### src/rtl/round_raw_fn_pipe.sv
// Two-stage rounder/packer for normalized raw floats.
// Stage 1 denormalizes tiny operands into the subnormal range, folding every
// shifted-out bit into sticky. Stage 2 rounds, handles overflow and specials,
// then packs the IEEE-754 encoding and the exception flags.
//
// Ports:
//   clk, rst_n           clock, asynchronous active-low reset
//   in_valid/in_ready    upstream handshake
//   in_is_nan/inf/zero   special-case flags (priority NaN > inf > zero)
//   in_sign, in_sexp     sign, signed unbiased exponent
//   in_sig               {significand with hidden bit, round, sticky}
//   in_invalid, in_rm    forwarded invalid flag, rounding mode
//   out_valid/out_ready  downstream handshake
//   out_bits, out_flags  {sign, exp, frac}, {NV, DZ, OF, UF, NX}
module round_raw_fn_pipe #(
  parameter int unsigned EXP_W = 8,
  parameter int unsigned SIG_W = 24
) (
  input  logic                   clk,
  input  logic                   rst_n,
  input  logic                   in_valid,
  output logic                   in_ready,
  input  logic                   in_is_nan,
  input  logic                   in_is_inf,
  input  logic                   in_is_zero,
  input  logic                   in_sign,
  input  logic [EXP_W+1:0]       in_sexp,
  input  logic [SIG_W+1:0]       in_sig,
  input  logic                   in_invalid,
  input  logic [2:0]             in_rm,
  output logic                   out_valid,
  input  logic                   out_ready,
  output logic [EXP_W+SIG_W-1:0] out_bits,
  output logic [4:0]             out_flags
);

  localparam int unsigned EW  = EXP_W + 2;
  localparam int unsigned SW  = SIG_W + 1;  // {sig, round} width
  localparam int unsigned ShW = $clog2(SW + 1);
  localparam int unsigned FW  = SIG_W - 1;
  localparam logic [EW-1:0]  Bias    = EW'((2 ** (EXP_W - 1)) - 1);
  localparam logic [EW:0]    ExpOvf  = (EW + 1)'((2 ** EXP_W) - 1);

  localparam logic [2:0] RmRtz = 3'd1;
  localparam logic [2:0] RmRdn = 3'd2;
  localparam logic [2:0] RmRup = 3'd3;
  localparam logic [2:0] RmRmm = 3'd4;

  // Flow control
  logic s1_valid_q, s2_valid_q;
  logic adv2;

  assign adv2      = ~s2_valid_q | out_ready;
  assign in_ready  = ~s1_valid_q | adv2;
  assign out_valid = s2_valid_q;

  // Stage 1: denormalize
  logic [EW-1:0]     e_pre;
  logic [EW-1:0]     sh_full;
  logic [ShW-1:0]    sh;
  logic [2*SW-1:0]   shifted;
  logic [EW-1:0]     s1_exp_d;
  logic [SIG_W-1:0]  s1_sig_d;
  logic              s1_r_d, s1_s_d, s1_tiny_d;

  always_comb begin
    e_pre     = in_sexp + Bias;
    s1_tiny_d = e_pre[EW-1] | (e_pre == '0);
    sh_full   = EW'(1) - e_pre;
    // Any shift past the whole {sig, r} field leaves only sticky behind.
    sh        = (sh_full > EW'(SW)) ? ShW'(SW) : sh_full[ShW-1:0];
    shifted   = {in_sig[SIG_W+1:1], {SW{1'b0}}} >> sh;
    if (s1_tiny_d) begin
      s1_exp_d = '0;
      s1_sig_d = shifted[2*SW-1 -: SIG_W];
      s1_r_d   = shifted[SW];
      s1_s_d   = in_sig[0] | (|shifted[SW-1:0]);
    end else begin
      s1_exp_d = e_pre;
      s1_sig_d = in_sig[SIG_W+1:2];
      s1_r_d   = in_sig[1];
      s1_s_d   = in_sig[0];
    end
  end

  logic              s1_sign_q, s1_r_q, s1_s_q, s1_tiny_q;
  logic              s1_nan_q, s1_inf_q, s1_zero_q, s1_inv_q;
  logic [EW-1:0]     s1_exp_q;
  logic [SIG_W-1:0]  s1_sig_q;
  logic [2:0]        s1_rm_q;

  always_ff @(posedge clk or negedge rst_n) begin
    if (!rst_n) begin
      s1_valid_q <= 1'b0;
      s1_sign_q  <= 1'b0;
      s1_exp_q   <= '0;
      s1_sig_q   <= '0;
      s1_r_q     <= 1'b0;
      s1_s_q     <= 1'b0;
      s1_tiny_q  <= 1'b0;
      s1_rm_q    <= '0;
      s1_nan_q   <= 1'b0;
      s1_inf_q   <= 1'b0;
      s1_zero_q  <= 1'b0;
      s1_inv_q   <= 1'b0;
    end else if (in_ready) begin
      s1_valid_q <= in_valid;
      if (in_valid) begin
        s1_sign_q <= in_sign;
        s1_exp_q  <= s1_exp_d;
        s1_sig_q  <= s1_sig_d;
        s1_r_q    <= s1_r_d;
        s1_s_q    <= s1_s_d;
        s1_tiny_q <= s1_tiny_d;
        s1_rm_q   <= in_rm;
        s1_nan_q  <= in_is_nan;
        s1_inf_q  <= in_is_inf;
        s1_zero_q <= in_is_zero;
        s1_inv_q  <= in_invalid;
      end
    end
  end

  // Stage 2: round and pack
  logic                   inc, inexact, ovf, ovf_to_inf;
  logic [SIG_W:0]         sum;
  logic [EW:0]            exp_fin;
  logic [FW-1:0]          frac;
  logic [EXP_W+SIG_W-1:0] res_bits;
  logic [4:0]             res_flags;

  always_comb begin
    case (s1_rm_q)
      RmRtz:   inc = 1'b0;
      RmRdn:   inc = s1_sign_q & (s1_r_q | s1_s_q);
      RmRup:   inc = ~s1_sign_q & (s1_r_q | s1_s_q);
      RmRmm:   inc = s1_r_q;
      default: inc = s1_r_q & (s1_s_q | s1_sig_q[0]);
    endcase
    inexact = s1_r_q | s1_s_q;
    sum     = {1'b0, s1_sig_q} + (SIG_W + 1)'(inc);
    exp_fin = {1'b0, s1_exp_q};
    frac    = sum[FW-1:0];
    if (s1_exp_q != '0) begin
      // Carry out of the significand: renormalize by one position.
      if (sum[SIG_W]) begin
        exp_fin = exp_fin + (EW + 1)'(1);
        frac    = sum[FW:1];
      end
    end else if (sum[SIG_W-1]) begin
      // Subnormal rounded up into the hidden bit becomes the smallest normal.
      exp_fin = (EW + 1)'(1);
    end
    ovf = (exp_fin >= ExpOvf);
    case (s1_rm_q)
      RmRtz:   ovf_to_inf = 1'b0;
      RmRdn:   ovf_to_inf = s1_sign_q;
      RmRup:   ovf_to_inf = ~s1_sign_q;
      default: ovf_to_inf = 1'b1;
    endcase

    res_bits  = {s1_sign_q, exp_fin[EXP_W-1:0], frac};
    res_flags = {s1_inv_q, 1'b0, 1'b0, s1_tiny_q & inexact, inexact};
    if (s1_nan_q) begin
      res_bits  = {1'b0, {EXP_W{1'b1}}, 1'b1, {(FW - 1){1'b0}}};
      res_flags = {s1_inv_q, 4'b0000};
    end else if (s1_inf_q) begin
      res_bits  = {s1_sign_q, {EXP_W{1'b1}}, {FW{1'b0}}};
      res_flags = {s1_inv_q, 4'b0000};
    end else if (s1_zero_q) begin
      res_bits  = {s1_sign_q, {(EXP_W + FW){1'b0}}};
      res_flags = {s1_inv_q, 4'b0000};
    end else if (ovf) begin
      res_bits  = ovf_to_inf ? {s1_sign_q, {EXP_W{1'b1}}, {FW{1'b0}}}
                             : {s1_sign_q, {(EXP_W - 1){1'b1}}, 1'b0, {FW{1'b1}}};
      res_flags = {s1_inv_q, 1'b0, 1'b1, 1'b0, 1'b1};
    end
  end

  logic [EXP_W+SIG_W-1:0] out_bits_q;
  logic [4:0]             out_flags_q;

  always_ff @(posedge clk or negedge rst_n) begin
    if (!rst_n) begin
      s2_valid_q  <= 1'b0;
      out_bits_q  <= '0;
      out_flags_q <= '0;
    end else if (adv2) begin
      s2_valid_q <= s1_valid_q;
      if (s1_valid_q) begin
        out_bits_q  <= res_bits;
        out_flags_q <= res_flags;
      end
    end
  end

  assign out_bits  = out_bits_q;
  assign out_flags = out_flags_q;

endmodule

### config.mk
export PLATFORM = sky130hd
export DESIGN_NAME = round_raw_fn_pipe
export DESIGN_NICKNAME = d
export VERILOG_FILES = /design/src/rtl/round_raw_fn_pipe.sv
export SDC_FILE = /design/constraint.sdc
export NUM_CORES = 1
export LEC_CHECK = 0
export ABC_AREA = 1
export CORE_AREA = 8 8 106 181
export DETAILED_ROUTE_END_ITERATION = 10
export DIE_AREA = 0 0 114 189
export GPL_ROUTABILITY_DRIVEN = 0
export HOLD_SLACK_MARGIN = 0.15
export SYNTH_ARGS = -nofsm -noshare
export SYNTH_HDL_FRONTEND = slang
export SYNTH_SLANG_ARGS = --single-unit
### constraint.sdc
create_clock -name clk -period 3.8 [get_ports clk]
set_input_delay 0.95 -clock clk [delete_from_list [all_inputs] [get_ports clk]]
set_output_delay 0.95 -clock clk [all_outputs]
set_load 0.05 [all_outputs]
### Word level (Yosys, flattened, before mapping)

Cells that the tools add are included.

| word-level totals | value |
|---|---|
| flip-flop bits (word level) | 84 |
| bits of input ports | 48 |
| output and inout bits | 39 |
| logic and storage cells | 65 |

| operators by class | value |
|---|---|
| add/sub/neg operators | 4 |
| magnitude comparators | 2 |
| equal/unequal tests | 4 |
| shift operators | 1 |
| mux-type cells | 21 |
| bitwise gates (word level) | 13 |
| reductions and logical operators | 5 |

Operators with widths:

| cell | number |
|---|---|
| 2-to-1 mux 31 bit | 3 |
| >> shifter 50 x 5 -> 50 bit | 1 |
| 2-to-1 mux 24 bit | 2 |
| 2-to-1 mux 23 bit | 2 |
| 2-to-1 mux 32 bit | 1 |
| adder 24 x 1 -> 25 bit | 1 |
| OR reduction 25 bit | 1 |
| 2-to-1 mux 11 bit | 2 |
| 2-to-1 mux 10 bit | 2 |
| 2-to-1 mux 3 bit | 4 |
| adder 10 x 1 -> 11 bit, second input constant | 1 |
| greater-or-equal comparator 11 x 8 -> 1 bit, second input constant | 1 |
| adder 10 x 7 -> 10 bit, second input constant | 1 |
| > comparator 10 x 5 -> 1 bit, second input constant | 1 |
| logical NOT 10 bit | 1 |
| nonzero test 10 bit | 1 |
| subtractor 1 x 10 -> 10 bit, first input constant | 1 |
| == test 3 x 2 -> 1 bit, second input constant | 2 |
| OR 1 bit | 6 |
| 2-to-1 mux 5 bit | 1 |
| bitwise AND 1 bit | 4 |
| case mux 1 bit (4 select lines) | 1 |
| AND reduction 2 bit | 2 |
| == test 3 x 1 -> 1 bit, second input constant | 1 |
| 4 further kinds | 7 |

### Depth between registers and ports, before layout

Gate-level depths: netlist (run 1).

| logic depth | value |
|---|---|
| depth after elaboration | 11 |
| depth in mapped cells | 32 |
| depth with buffers taken out | 31 |

### Least setup slack after synthesis (run 1)

Ideal clock, no wire load.

| path | value |
|---|---|
| kind | input-to-reg |
| start point | input in_sexp[0] |
| end point | register s1_s_q |
| setup time | 125 ps |
| arrival time | 3963 ps |
| required time | 3675 ps |
| slack | -287 ps |
| cell stages on the path | 27 |
| buffers on the path | 3 |
| cells stage by stage | inv_1 buf_4 clkbuf_1 ha_1 inv_1 nor2_2 nor2_2 ha_1 nand3_1 nor2_1 xor2_1 nand3_1 nor2_4 nand3_4 inv_2 buf_4 nand3_1 nand3_1 nand3_1 nand2_1 nand2_1 nor2_1 nand2_1 nand2_1 nand2_1 nand2_1 nand3_1 |

| between the ends | value |
|---|---|
| word-level cells in the longest chain between the ends | 8 |
| elaborated cells on any way between the ends | 10 |
| classes of those cells | add/sub: 2; order compare: 1; shift: 1; mux: 2; bitwise: 2; reduce/logical: 2 |

Ends and longest elaborated chain:

| item | RTL line | RTL |
|---|---|---|
| from (decl) | 27 | `input logic [EXP_W+1:0] in_sexp,` |
| adder 10 x 7 -> 10 bit * | 67 | `e_pre = in_sexp + Bias;` |
| subtractor 1 x 10 -> 10 bit | 69 | `sh_full = EW'(1) - e_pre;` |
| > comparator 10 x 5 -> 1 bit | 71 | `sh = (sh_full > EW'(SW)) ? ShW'(SW) : sh_full[ShW-1:0];` |
| 2-to-1 mux 5 bit | 71 |  |
| >> shifter 50 x 5 -> 50 bit | 72 | `shifted = {in_sig[SIG_W+1:1], {SW{1'b0}}} >> sh;` |
| OR reduction 25 bit | 77 | `s1_s_d = in_sig[0] \| (\|shifted[SW-1:0]);` |
| OR 1 bit | 77 |  |
| 2-to-1 mux 1 bit * | 73 | `if (s1_tiny_d) begin` |
| to (signal assigned) | 113 | `s1_s_q <= s1_s_d;` |
| to (decl) | 86 | `logic s1_sign_q, s1_r_q, s1_s_q, s1_tiny_q;` |

Every way passes the cells marked *; elsewhere a longest branch is shown, timed or not.
A chain may end at the register's enable or synchronous reset.

### Worst setup path in the final report (run 1)

| path | value |
|---|---|
| start point | register s1_rm_q[2] |
| end point | register out_bits_q[17] (netlist: out_bits[17]) |

| between the ends | value |
|---|---|
| word-level cells in the longest chain between the ends | 10 |
| elaborated cells on any way between the ends | 18 |
| classes of those cells | add/sub: 1; order compare: 1; eq/ne: 4; mux: 12 |

Ends and longest elaborated chain:

| item | RTL line | RTL |
|---|---|---|
| from (decl) | 90 | `logic [2:0] s1_rm_q;` |
| from (signal assigned) | 115 | `s1_rm_q <= in_rm;` |
| == test 3 bit, or another cell as far along | 133 | `case (s1_rm_q)` |
| case mux 1 bit (4 select lines) | 133 |  |
| adder 24 x 1 -> 25 bit | 141 | `sum = {1'b0, s1_sig_q} + (SIG_W + 1)'(inc);` |
| 2-to-1 mux 10 bit or 2-to-1 mux 11 bit (tied branches) | 150, 146 |  |
| 2-to-1 mux 11 bit | 144 | `if (s1_exp_q != '0) begin` |
| greater-or-equal comparator 11 x 8 -> 1 bit | 154 | `ovf = (exp_fin >= ExpOvf);` |
| 2-to-1 mux 31 bit * | 173 | `end else if (ovf) begin` |
| 2-to-1 mux 31 bit * | 170 | `end else if (s1_zero_q) begin` |
| 2-to-1 mux 31 bit * | 167 | `end else if (s1_inf_q) begin` |
| 2-to-1 mux 32 bit * | 164 | `if (s1_nan_q) begin` |
| to (signal assigned) | 191 | `out_bits_q <= res_bits;` |
| to (decl) | 180 | `logic [EXP_W+SIG_W-1:0] out_bits_q;` |

Marks and branches as above.

==> results of run 1 <==
==> cells in the mapped netlist, types with 2 or more instances <==
cell | count | area [sq um]
o21ai_1 | 24 | 120
nor4_1 | 5 | 31.3
nand2_4 | 3 | 33.8
o21ai_0 | 40 | 200
clkinv_1 | 4 | 15.0
a41oi_1 | 2 | 17.5
nand4_1 | 34 | 213
a21oi_1 | 27 | 135
nand3_1 | 162 | 811
nor3_2 | 2 | 20.0
buf_2 | 11 | 55.1
a211oi_1 | 2 | 15.0
o221ai_1 | 3 | 26.3
nand2_1 | 294 | 1100
o21bai_1 | 2 | 15.0
xor2_1 | 18 | 158
ha_1 | 8 | 100
nor2_2 | 6 | 37.5
inv_1 | 85 | 319
clkbuf_1 | 21 | 78.8
nor3b_1 | 3 | 22.5
xnor2_1 | 3 | 26.3
a31oi_1 | 21 | 131
nand2_2 | 4 | 25.0
nor2_1 | 86 | 323
buf_4 | 8 | 60.1
nand3_4 | 2 | 35.0
buf_6 | 2 | 22.5
o211ai_1 | 3 | 22.5
buf_1 | 4 | 15.0
dfrtp_1 | 83 | 2080
inv_2 | 4 | 15.0
nor3_1 | 14 | 70.1
nor2_4 | 5 | 56.3
==> per-stage QoR <==
step | hold slack (ns) | instances | area (sq um) | setup slack [ns] | setup TNS, ns
2_1_floorplan | 0.450 | 1011 | 6630 | 0.0385 | 0
3_3_place_gp | 0.463 | 1404 | 8520 | -0.602 | -10.14
3_5_place_dp | 0.466 | 1404 | 8520 | -0.647 | -12.38
4_1_cts | 0.482 | 1441 | 9340 | -0.0540 | -0.581
5_1_grt | 0.508 | 1461 | 10200 | -0.200 | -4.72
6_report | 0.480 | 1461 | 10200 | 0.0652 | 0
==> power breakdown <==
group / switching, mW / leakage [nW] / internal, mW
clock network: 0.343 / 0.135 / 0.476
logic: 0.992 / 3.58 / 0.637
registers: 0.139 / 1.03 / 1.05
==> area by class of cell <==
class	count	area, sq um	share of cell area, %
multi-input combinational	790	4730	46.4
timing repair buffer	248	2420	23.7
sequential	83	2080	20.3
inverter	95	392	3.84
tap	227	284	2.78
clock buffer	12	256	2.51
clock inverter	4	25.0	0.245
timing repair inverter	2	17.5	0.172
==> logic make-up (layout without fill, tap and decap cells) <==
family          Yosys count  after routing
xor+xnor                 21             21
compound gates          130            130
other cells               1              1
buf+inv                 141            361
fa+ha+maj                 8              8
simple gates            627            630
flops                    83             83
==> routing by layer <==
metal	up-vias	global-route usage, %
met3	103	2.20
met4	0	12.2
met5	-	0
li1	3822	-
met2	294	38.2
met1	3634	22.1
==> cell usage in the layout (no fill, tap or decap), types with 23 or more instances in the layout <==
cell,n
nand2_1,259
buf_4,126
nand3_1,111
dfrtp_1,83
clkdlybuf4s50_1,77
inv_1,75
nor2_1,73
nand3_2,47
nand4_1,34
nand2_2,33
o21ai_0,33
o21ai_2,26
a21oi_1,23
==> state kept, by name, indices dropped and copies added, names as in the netlist <==
register    cells
s1_s_q          1
out_bits       32
s1_nan_q        1
out_valid       1
s1_inf_q        1
s1_rm_q         3
s1_sign_q       1
s1_sig_q       24
s1_tiny_q       1
s1_inv_q        1
s1_exp_q       10
s1_r_q          1
s1_zero_q       1
out_flags       4
s1_valid_q      1
==> worst min-delay path, delay by kind of cell (launching register included) <==
kind | cells | cell delay [ns]
flops | 1 | 0.34
simple gates | 1 | 0.06
compound gates | 1 | 0.05
==> repair_timing <==
item | in CTS | in global routing
pin swaps | 19 | 63
resized for setup | 68 | 181
hold buffers | 0 | 0
setup endpoints to repair | 44 | 56
buffers inserted | 16 | 18
cloned | 5 | 8
==> worst paths after layout <==
check	start	to	slack (ns)	depth (start not counted)
max	s1_rm_q[2]	out_bits[17]	0.07	28
min	out_bits[19]	out_bits[19]	0.48	2
max reg2reg	s1_rm_q[2]	out_bits[17]	0.07	28
min reg2reg	out_bits[19]	out_bits[19]	0.48	2
max in group asynchronous	rst_n	s1_sig_q[19]	2.33	1
min in group asynchronous	rst_n	out_bits[26]	0.79	1
==> flow_summary.toml, run 1 <==
[synth]
syn_inst = 1011
async_reset_ff_share_pct = 100
synthSimpleGateAreaFrac_pct = 43.7
synth_edf_count = 0
syn_area_per_cell_sq_um = 6.49
syn_nets = 1067
yosysSeqAreaShare_pct = 31.7
ys_types = 50
syn_area_sq_um = 6560
yosysWarnings = 0
synthXorXnorAreaFrac_pct = 2.80
synth_compound_area_share_pct = 11.3
synth_fa_ha_area_share_pct = 1.53
synthFlopType = "dfrtp_1"
synth_top_family_by_area = "simple AND/OR/NAND/NOR gates"
ys_ff_latch = 83
synthMuxAreaShare_pct = 0

[setup_path]
crit_buf_inv = 6
timing_worst_setup_path_type = "flop to flop"
critPathTopFamily = "simple AND/OR/NAND/NOR gates"
cp-start-kind = "flop"
max_stage_delay_ns = 0.39
critPathArrivalTime_ns = 3.96
required_ns = 4.02
end_kind = "flop"
cp_max_fo = 23
critPathSlowestCell = "dfrtp_1"

[route]
dr_wl_met2_um = 12600
wl_met1_um = 8620
ant_nets = 0
drc = 0
vias = 7853
first_pass_iters = 5
drt_first_iter_violations = 509
top_layer = "met4"
wl_per_cell_um = 16.3
viasPerCell = 5.38
routed-wl-met3_um = 1140
routed_wl_um = 23800

[finish]
num_antenna_cells = 0
syn_to_final_growth_pct = 55.6
nFillCells = 1566
layout-drive-gt1-share_pct = 30.9
final_util_pct = 61.1
nets = 1285

[sta]
drv_slew = 0
skew_ns = 0.00631
worst_pin_slew_ns = 1.04
timing.slew.headroom_pct = 30.6
rsz0062_at_grt = "true"
layout_min_cycle_time_ns = 3.73
fin_crit_sh_pct = 98.3
hold_viol = 0
max_freq_mhz = 268
setup_viol = 0

[min_path]
holdCritPathClass = "flop to flop"

[global_routing]
gr-total-overflow = 0
antenna_found_initial = 0
grt_max_degree = 84
track_usage_pct = 20.8
grt_pass1_wl_um = 36100
grt_pass1_vias = 7384

[placed_design]
port-buffer-count = 85
place_hpwl_um = 16700

[power_and_ir_drop]
max-vdd-ir-drop_mv = 0.218
power_density_nw_per_um2 = 356
power.total_mw = 3.64
leakagePower_nw = 4.74

[die]
die_w_um = 114
io_pins = 87
dieArea_sq_um = 21500
num_rows = 63
coreArea_sq_um = 16700
start_util_pct = 39.3
fp.dieH_um = 189

[clock_network]
clock_path_buffers = 2
clkSinkCount = 83
numCtsBuffers = 9
path_clk_slew_ns = 0.06
insertion_delay_ns = 0.34
root_buffer = "clkbuf_16"
cts_tree = "built"
cts.htree.levels = 3

[run_status]
status = "finished, final reports clean"

[job]
max_cap_viol_count = 0
(Power assumes the default switching activity.)
==> inputs of run 2 (changes only) <==
==> constraint.sdc (replaced) <==
create_clock -name clk -period 3.8 [get_ports clk]
set_input_delay 0.95 -clock clk [delete_from_list [all_inputs] [get_ports clk]]
set_output_delay 0.95 -clock clk [all_outputs]
set_load 0.02 [all_outputs]
==> results of run 2 <==
The final DEF is identical to that of run 1. Status: finished, final reports clean.
Among the figures that moved: total power 3.64 mW -> 3.42 mW; worst IR drop on VDD 0.218 mV -> 0.213 mV
